<file path="src/rtl/mem_test_initiator.sv">
`default_nettype none
// ============================================================================
// Module      : mem_test_initiator
// Description : Self-test bus master for a single-port memory. It writes a
//               pattern to every location and then reads each one back. It
//               compares every word it reads and reports pass/fail, a
//               saturating error count and the first failing address.
//               Optional macro MEM_TEST_INV_PASS_EN adds a second
//               write/read pass that uses the inverted pattern.
// Revision    : 1.0 - initial release
// ============================================================================
module mem_test_initiator #(
    parameter int ADDR_W = 4,
    parameter int DATA_W = 8,
    parameter int DEPTH  = 16,
    parameter int RD_LAT = 1
) (
    input  logic              clk,
    input  logic              reset,
    input  logic              start,
    input  logic              pat_sel,
    input  logic [DATA_W-1:0] seed,
    output logic [ADDR_W-1:0] addr,
    output logic              wr_en,
    output logic              rd_en,
    output logic [DATA_W-1:0] wdata,
    input  logic [DATA_W-1:0] rdata,
    output logic              busy,
    output logic              done,
    output logic              pass,
    output logic [7:0]        err_cnt,
    output logic [ADDR_W-1:0] fail_addr
);

    typedef enum logic [2:0] {
        S_IDLE  = 3'd0,
        S_WRITE = 3'd1,
        S_READ  = 3'd2,
        S_DRAIN = 3'd3,
        S_DONE  = 3'd4
    } state_t;

    // Last address of a sweep, and the final drain count. The drain covers
    // the read latency plus the compare register, which lets the verdict
    // see the last error-count update.
    localparam logic [ADDR_W-1:0] c_last_addr = ADDR_W'(DEPTH - 1);
    localparam logic [2:0]        c_drn_last  = 3'(RD_LAT + 1);
`ifdef MEM_TEST_INV_PASS_EN
    // Gap between the normal pass and the inverted pass.
    localparam logic [2:0]        c_drn_mid   = 3'(RD_LAT);
`endif

    state_t              state_q, state_d;
    logic [ADDR_W-1:0]   cnt_q, cnt_d;
    logic [2:0]          drn_q, drn_d;
    logic                pat_q, pat_d;
    logic [DATA_W-1:0]   seed_q, seed_d;
    logic                busy_q, busy_d;
    logic                done_q, done_d;
    logic                pass_q, pass_d;
    logic                w_accept;
`ifdef MEM_TEST_INV_PASS_EN
    logic                inv_q, inv_d;
`endif

    logic [ADDR_W-1:0]   addr_q, addr_d;
    logic                wr_en_q, wr_en_d;
    logic                rd_en_q, rd_en_d;
    logic [DATA_W-1:0]   wdata_q, wdata_d;
    logic [DATA_W-1:0]   exp_q, exp_d;
    logic [DATA_W-1:0]   w_cur_pat;

    logic                pv_q [RD_LAT];
    logic                pv_d [RD_LAT];
    logic [DATA_W-1:0]   pe_q [RD_LAT];
    logic [DATA_W-1:0]   pe_d [RD_LAT];
    logic [ADDR_W-1:0]   pa_q [RD_LAT];
    logic [ADDR_W-1:0]   pa_d [RD_LAT];

    logic [7:0]          err_cnt_q, err_cnt_d;
    logic [ADDR_W-1:0]   fail_addr_q, fail_addr_d;
    logic                w_mismatch;

    // The base pattern for one address: the address XOR the seed, or a
    // checkerboard of seed and ~seed.
    function automatic logic [DATA_W-1:0] pattern_of(
        input logic [ADDR_W-1:0] a,
        input logic              sel,
        input logic [DATA_W-1:0] s
    );
        if (sel) begin
            return a[0] ? ~s : s;
        end
        return DATA_W'(a) ^ s;
    endfunction

`ifdef MEM_TEST_INV_PASS_EN
    assign w_cur_pat = pattern_of(cnt_q, pat_q, seed_q) ^ {DATA_W{inv_q}};
`else
    assign w_cur_pat = pattern_of(cnt_q, pat_q, seed_q);
`endif

    // All state. Reset clears it at once, even in the middle of a test.
    always_ff @(posedge clk) begin
        if (reset) begin
            state_q     <= S_IDLE;
            cnt_q       <= '0;
            drn_q       <= '0;
            pat_q       <= 1'b0;
            seed_q      <= '0;
            busy_q      <= 1'b0;
            done_q      <= 1'b0;
            pass_q      <= 1'b0;
            addr_q      <= '0;
            wr_en_q     <= 1'b0;
            rd_en_q     <= 1'b0;
            wdata_q     <= '0;
            exp_q       <= '0;
            err_cnt_q   <= '0;
            fail_addr_q <= '0;
`ifdef MEM_TEST_INV_PASS_EN
            inv_q       <= 1'b0;
`endif
            for (int i = 0; i < RD_LAT; i++) begin
                pv_q[i] <= 1'b0;
                pe_q[i] <= '0;
                pa_q[i] <= '0;
            end
        end else begin
            state_q     <= state_d;
            cnt_q       <= cnt_d;
            drn_q       <= drn_d;
            pat_q       <= pat_d;
            seed_q      <= seed_d;
            busy_q      <= busy_d;
            done_q      <= done_d;
            pass_q      <= pass_d;
            addr_q      <= addr_d;
            wr_en_q     <= wr_en_d;
            rd_en_q     <= rd_en_d;
            wdata_q     <= wdata_d;
            exp_q       <= exp_d;
            err_cnt_q   <= err_cnt_d;
            fail_addr_q <= fail_addr_d;
`ifdef MEM_TEST_INV_PASS_EN
            inv_q       <= inv_d;
`endif
            for (int i = 0; i < RD_LAT; i++) begin
                pv_q[i] <= pv_d[i];
                pe_q[i] <= pe_d[i];
                pa_q[i] <= pa_d[i];
            end
        end
    end

    // Sequencer: next state, the sweep and drain counters, and status flags.
    always_comb begin
        state_d  = state_q;
        cnt_d    = cnt_q;
        drn_d    = drn_q;
        pat_d    = pat_q;
        seed_d   = seed_q;
        busy_d   = busy_q;
        done_d   = 1'b0;
        pass_d   = pass_q;
        w_accept = 1'b0;
`ifdef MEM_TEST_INV_PASS_EN
        inv_d    = inv_q;
`endif
        case (state_q)
            S_IDLE: begin
                if (start) begin
                    w_accept = 1'b1;
                    pat_d    = pat_sel;
                    seed_d   = seed;
                    pass_d   = 1'b0;
                    busy_d   = 1'b1;
                    cnt_d    = '0;
`ifdef MEM_TEST_INV_PASS_EN
                    inv_d    = 1'b0;
`endif
                    state_d  = S_WRITE;
                end
            end
            S_WRITE: begin
                if (cnt_q == c_last_addr) begin
                    cnt_d   = '0;
                    state_d = S_READ;
                end else begin
                    cnt_d = cnt_q + ADDR_W'(1);
                end
            end
            S_READ: begin
                if (cnt_q == c_last_addr) begin
                    cnt_d   = '0;
                    drn_d   = '0;
                    state_d = S_DRAIN;
                end else begin
                    cnt_d = cnt_q + ADDR_W'(1);
                end
            end
            S_DRAIN: begin
`ifdef MEM_TEST_INV_PASS_EN
                if (!inv_q && drn_q == c_drn_mid) begin
                    inv_d   = 1'b1;
                    drn_d   = '0;
                    state_d = S_WRITE;
                end else
`endif
                if (drn_q == c_drn_last) begin
                    done_d  = 1'b1;
                    busy_d  = 1'b0;
                    pass_d  = (err_cnt_q == 8'd0);
                    state_d = S_DONE;
                end else begin
                    drn_d = drn_q + 3'd1;
                end
            end
            S_DONE: begin
                state_d = S_IDLE;
            end
            default: begin
                state_d = S_IDLE;
            end
        endcase
    end

    // Bus driver, one register stage behind the sequencer. When neither
    // strobe is active, the address and data are held at zero.
    always_comb begin
        addr_d  = '0;
        wr_en_d = 1'b0;
        rd_en_d = 1'b0;
        wdata_d = '0;
        exp_d   = '0;
        if (state_q == S_WRITE) begin
            wr_en_d = 1'b1;
            addr_d  = cnt_q;
            wdata_d = w_cur_pat;
        end else if (state_q == S_READ) begin
            rd_en_d = 1'b1;
            addr_d  = cnt_q;
            exp_d   = w_cur_pat;
        end
    end

    // Expected-data pipeline, aligned with the memory read latency, plus
    // the compare and the error bookkeeping.
    always_comb begin
        pv_d[0] = rd_en_q;
        pe_d[0] = exp_q;
        pa_d[0] = addr_q;
        for (int i = 1; i < RD_LAT; i++) begin
            pv_d[i] = pv_q[i-1];
            pe_d[i] = pe_q[i-1];
            pa_d[i] = pa_q[i-1];
        end

        w_mismatch  = pv_q[RD_LAT-1] && (rdata != pe_q[RD_LAT-1]);
        err_cnt_d   = err_cnt_q;
        fail_addr_d = fail_addr_q;
        if (w_accept) begin
            err_cnt_d   = 8'd0;
            fail_addr_d = '0;
        end else if (w_mismatch) begin
            // The count never wraps, so a count of zero means this is the
            // first mismatch of the test.
            if (err_cnt_q == 8'd0) begin
                fail_addr_d = pa_q[RD_LAT-1];
            end
            if (err_cnt_q != 8'hFF) begin
                err_cnt_d = err_cnt_q + 8'd1;
            end
        end
    end

    assign addr      = addr_q;
    assign wr_en     = wr_en_q;
    assign rd_en     = rd_en_q;
    assign wdata     = wdata_q;
    assign busy      = busy_q;
    assign done      = done_q;
    assign pass      = pass_q;
    assign err_cnt   = err_cnt_q;
    assign fail_addr = fail_addr_q;

endmodule
`default_nettype wire

</file>
<file path="config.mk">
export PLATFORM = sky130hd
export DESIGN_NAME = mem_test_initiator
export DESIGN_NICKNAME = d
export VERILOG_FILES = /design/src/rtl/mem_test_initiator.sv
export SDC_FILE = /design/constraint.sdc
export NUM_CORES = 1
export LEC_CHECK = 0
export BUFFER_PORTS_ARGS = -buffer_cell sky130_fd_sc_hd__buf_2
export CORE_MARGIN = 5
export CORE_UTILIZATION = 54
export CTS_CLUSTER_SIZE = 28
export DETAILED_ROUTE_END_ITERATION = 10
export GPL_TIMING_DRIVEN = 1
export PLACE_DENSITY = 0.82
export SLEW_MARGIN = 20
export SYNTH_ARGS = -nofsm -noshare
export SYNTH_HDL_FRONTEND = slang
export SYNTH_SLANG_ARGS = --single-unit
</file>
<file path="constraint.sdc">
create_clock -name clk -period 2 [get_ports clk]
set_input_delay 0.1 -clock clk [delete_from_list [all_inputs] [get_ports clk]]
set_output_delay 0.1 -clock clk [all_outputs]
set_load 0.05 [all_outputs]
</file>
# --- Word level (Yosys, flattened, before mapping) ---
# Memories as Yosys holds them, arrays and structs flattened. A register that Yosys moved wholly into a read port is not among the register bits.
# Index checks and enable logic that the tools add are counted.
word_totals:
  register_bits: 52
  ram_bits: 13
  input_bits: 20
  out_inout_bits: 29
  n_memories: 3
memory_table:
  columns: ["memory", "depth", "word_bits", "read_ports", "rd_clocked_by_memory_dff", "write_ports", "line", "rtl"]
  rows:
  - ["pe_q", 1, 8, 1, 0, 1, "75", "logic [DATA_W-1:0] pe_q [RD_LAT];"]
  - ["pa_q", 1, 4, 1, 1, 1, "77", "logic [ADDR_W-1:0] pa_q [RD_LAT];"]
  - ["pv_q", 1, 1, 1, 0, 1, "73", "logic pv_q [RD_LAT];"]
classes:
  add_sub_neg: 3
  n_eq_ne: 12
  muxes: 37
  bitwise_logic: 5
  n_reduce_logical: 22
ops:
  columns: ["cell", "count"]
  rows:
  - ["2-to-1 mux 8 bit", 4]
  - ["2-to-1 mux 4 bit", 5]
  - ["2-to-1 mux 3 bit", 6]
  - ["2-to-1 mux 1 bit", 17]
  - ["one-hot mux 3 bit (4 select lines)", 1]
  - ["inequality test 2 bit (second input constant)", 5]
  - ["OR reduction 2 bit", 5]
  - ["equality test 3 x 2 -> 1 bit (second input constant)", 3]
  - ["adder 8 x 1 -> 8 bit (second input constant)", 1]
  - ["zero test 8 bit", 1]
  - ["inequality test 8 bit", 1]
  - ["inequality test 8 bit (second input constant)", 1]
  - ["NOT 8 bit", 1]
  - ["one-hot mux 4 bit (2 select lines)", 1]
  - ["AND reduction 2 bit", 4]
  - ["OR reduction 8 bit", 1]
  - ["bitwise XOR 4 x 8 -> 8 bit", 1]
  - ["one-hot mux 3 bit (2 select lines)", 1]
  - ["AND reduction 3 bit", 2]
  - ["nonzero test 2 bit", 3]
  - ["adder 4 x 1 -> 4 bit (second input constant)", 1]
  - ["equality test 4 bit (second input constant)", 1]
  - ["one-hot mux 1 bit (2 select lines)", 2]
  - ["AND reduction 4 bit", 1]
  - ["other kinds (8)", 10]

# --- Longest topological paths before layout ---
logic_depth:
  depth_word: 4
  mapped_depth: 7
  mapped_depth_nobuf: 7

# --- Worst setup path before layout ---
# No wires, ideal clock.
synth_path:
  path_kind: "register -> register"
  startpoint: "reg err_cnt_q[0] (netlist: err_cnt[0])"
  endpoint: "reg err_cnt_q[3] (netlist: err_cnt[3])"
  setup_ns: 0.070
  t_arrival_ns: 1.768
  required_time_ns: 1.930
  setup_slack_ns: 0.162
  path_stages_with_launch: 7
  path_buffers: 0
  synth_period_minus_slack_ns: 1.838
  cell_sequence: "dfxtp_1 > ha_1 > nand4_1 > or2_1 > nand2_1 > or4_1 > a21oi_1"
synth_via:
  elab_chain_cells: 2
  elab_cells_between_ends: 3
  cone_classes: "1 x add/sub; 1 x eq/ne; 1 x reduce/logical"
synth_lines:
  columns: ["element", "line", "rtl"]
  rows:
  - ["start: declaration", "80", "logic [7:0] err_cnt_q, err_cnt_d;"]
  - ["start signal: assignment", "143", "err_cnt_q <= err_cnt_d;"]
  - ["parallel branches: the longest is 2 deep, another holds adder 8 x 1 -> 8 bit", null, null]
# Several ways; the timed one is not identified.
# A chain may end at the register's enable or synchronous reset.

# --- Worst setup path in the final report ---
layout_path:
  startpoint: "reg err_cnt_q[0] (netlist: err_cnt[0])"
  endpoint: "reg fail_addr_q[0] (netlist: fail_addr[0]), read port of pa_q"
layout_via:
  elab_chain_cells: 2
layout_lines:
  columns: ["element", "line", "rtl"]
  rows:
  - ["zero test 8 bit", "268", "if (err_cnt_q == 8'd0) begin"]
  - ["AND reduction 2 bit (no line)", null, null]
  - ["end: declaration", "81", "logic [ADDR_W-1:0] fail_addr_q, fail_addr_d;"]
# No other way between the ends.

==> flow_summary.ini <==
[status]
status = complete, no violations

[place]
port-buffer-count = 48
gp_congestion = 0.869
dpl_cell_area_um2 = 2960
dpl.hpwl_um = 3850

[finish]
drive_gt1_frac = 0.211
seq_area_um2 = 1380
final_common_cell = dfxtp_1
multi_input_area_um2 = 1180
syn2layout_area_growth_pct = 23.5
fillCellCount = 390
layout_common_cells = dfxtp_1, buf_2, nand2_1
final_design_area_no_fill_um2 = 3270
diodes = 0
nets = 376

[floorplanning]
ioPinCount = 49
coreArea_um2 = 4750
die_h_um = 80.0
die_area_um2 = 6400
start_util = 0.556
die_w_um = 80.0
rows = 25

[routing]
vias = 2162
drtIter0Drc = 115
firstDrtPassIters = 4
routed_wl_um = 5440
drtAntennaViolNets = 0
wire_per_inst_um = 12.9
viasPerCell = 5.11
drc = 0

[sta]
clock.fmax_mhz = 560
slew_headroom = 0.603
rsz0062_at_grt = false
layout_min_cycle_time_ns = 1.79
finalHoldViolCount = 0
fin_crit_sh = 0.893
fin_skew_ns = 0.00992
tightestPinTransition_ns = 0.593
finalSetupViolCount = 0
drv_slew = 0
setup_tns_ns = 0

[yosys]
synth-async-reset-ratio = 0
synth_compound_area_frac = 0.0781
yosys.area_share.simple = 0.257
yosys.area_share.adder = 0.0237
synth_seq_cells = 69
muxShareOfSynthArea = 0.0232
syn_area_um2 = 2650
synth_fp_nets = 314
ys_seq_area_frac = 0.522
ys_top_cells_by_area = dfxtp_1, nand2_1, nor2_1
syn_inst = 289
synth_edf_count = 0
synthDominantCellAreaShare = 0.522
ys_types = 39
yosysTopAreaCell = dfxtp_1
avgSynthCellArea_um2 = 9.15
synth_xor_area_frac = 0.0658
yosysWarningCount = 0
synthFlopType = dfxtp_1
synth_top_family_by_area = simple AND/OR/NAND/NOR gates

[clock_tree]
cts_max_level = 3
cts_made_buffers = 9
cts_tree = built
cts_sinks = 69
post_cts_resized = 0
cts_setup_buffers = 0
clk_pin_slew_worst_paths_ns = 0.07
worst_skew_pair.late_latency_ns = 0.35
holdBufCountCts = 9
clockBufferDepth = 2
cts-root-buf = clkbuf_8

[power]
irDropWorstVdd_mv = 0.746
p_per_area_nw_per_um2 = 1080
p_leak_nw = 1.35

[worst_setup_path]
cp-end-kind = register
cp_max_fo = 6
cp.required_ns = 2.28
crit_path_start_kind = register
crit_type = register to register
cp.arrival_ns = 2.06

[grt]
gr-usage-all-layers = 0.183
grt.overflow.total = 0
grt_pass1_vias = 2037
antenna_found_initial = 0
grt_pass1_wl_um = 8740
grt_max_degree = 26

[flow_run]
drv_cap = 0

[hold_path]
hold_path_class = primary input to register
[cell families (layout without fill, tap and decap cells)]
logic type / count (synthesis) / after routing
AOI/OAI and AO/OA: 37 / 37
xor gates and xnor gates: 19 / 19
adders and majority gates: 5 / 5
buffers and inverters: 19 / 86
DFF: 69 / 69
muxes: 6 / 6
and+or+nand+nor: 134 / 134
[flip-flops by register name (all words and copies together), names as in the netlist, 3 cells and up]
register,count
err_cnt,8
exp_q,8
pe_q,8
seed_q,8
wdata,8
addr,4
cnt_q,4
fail_addr,4
pa_q,4
drn_q,3
state_q,3
[per-layer routing]
| metal | track usage | part of all wire |
|---|---|---|
| met1 | 0.198 | 0.44 |
| met2 | 0.310 | 0.48 |
| met3 | 0.0711 | 0.069 |
| met4 | 0.0912 | 0.019 |
| met5 | 0 | 0 |
[where the power goes]
group	switching, W	internal, W
logic	0.000474	0.000262
clock network	0.000517	0.000682
registers	0.000106	0.00148
[worst paths after layout]
kind                                               from                   endpoint  slack [ns]  depth (start not counted)
worst max-delay path            err_cnt[0]$_SDFFE_PP0P_  fail_addr[0]$_SDFFE_PP0P_        0.21                          6
worst min-delay path                              reset      pa_q[0][3]$_SDFF_PP0_        0.11                          2
worst max register to register  err_cnt[0]$_SDFFE_PP0P_  fail_addr[0]$_SDFFE_PP0P_        0.21                          6
worst min register to register    pa_q[0][2]$_SDFF_PP0_  fail_addr[2]$_SDFFE_PP0P_        0.43                          2
[cell usage after synthesis (2+ instances only)]
| master | n |
|---|---|
| or4_1 | 4 |
| nor3_1 | 8 |
| dfxtp_1 | 69 |
| nor2b_1 | 15 |
| o21ai_0 | 8 |
| buf_4 | 2 |
| o31ai_1 | 3 |
| ha_1 | 5 |
| nor4_1 | 4 |
| or3_1 | 4 |
| or2_1 | 2 |
| nor2_1 | 34 |
| and3_1 | 2 |
| xor2_1 | 5 |
| xnor2_1 | 13 |
| nand3b_1 | 3 |
| nand3_1 | 7 |
| inv_1 | 8 |
| nand2_1 | 37 |
| mux2i_1 | 5 |
| nand4_1 | 6 |
| o211ai_1 | 3 |
| clkbuf_1 | 7 |
| a21oi_1 | 20 |
[through the flow]
step           instances  worst slack (ns)  utilization  power (W)  hold slack, ns
2_1_floorplan        289             0.162            -    0.00216           0.236
3_3_place_gp         398             0.333        0.622    0.00230           0.342
3_5_place_dp         398             0.259        0.622    0.00233           0.347
4_1_cts              423             0.214        0.687    0.00355          0.0928
5_1_grt              423             0.123        0.687    0.00369           0.117
6_report             423             0.215        0.687    0.00352           0.114
[worst max-delay path: stages, from the launching register on]
cell     delay [ns]
dfxtp_1        0.36
inv_1          0.08
ha_1           0.13
or4b_1         0.46
nor4_2         0.27
nand3_2        0.20
mux2i_1        0.21
[cell type report]
class	count	share of cell area
Tap cell	67	0.0257
Sequential cell	69	0.423
Inverter	8	0.00919
Timing Repair Buffer	62	0.113
Clock inverter	4	0.0169
Clock buffer	12	0.0506
Multi-Input combinational cell	201	0.362
Note: power is estimated with default switching activity, not from simulation.
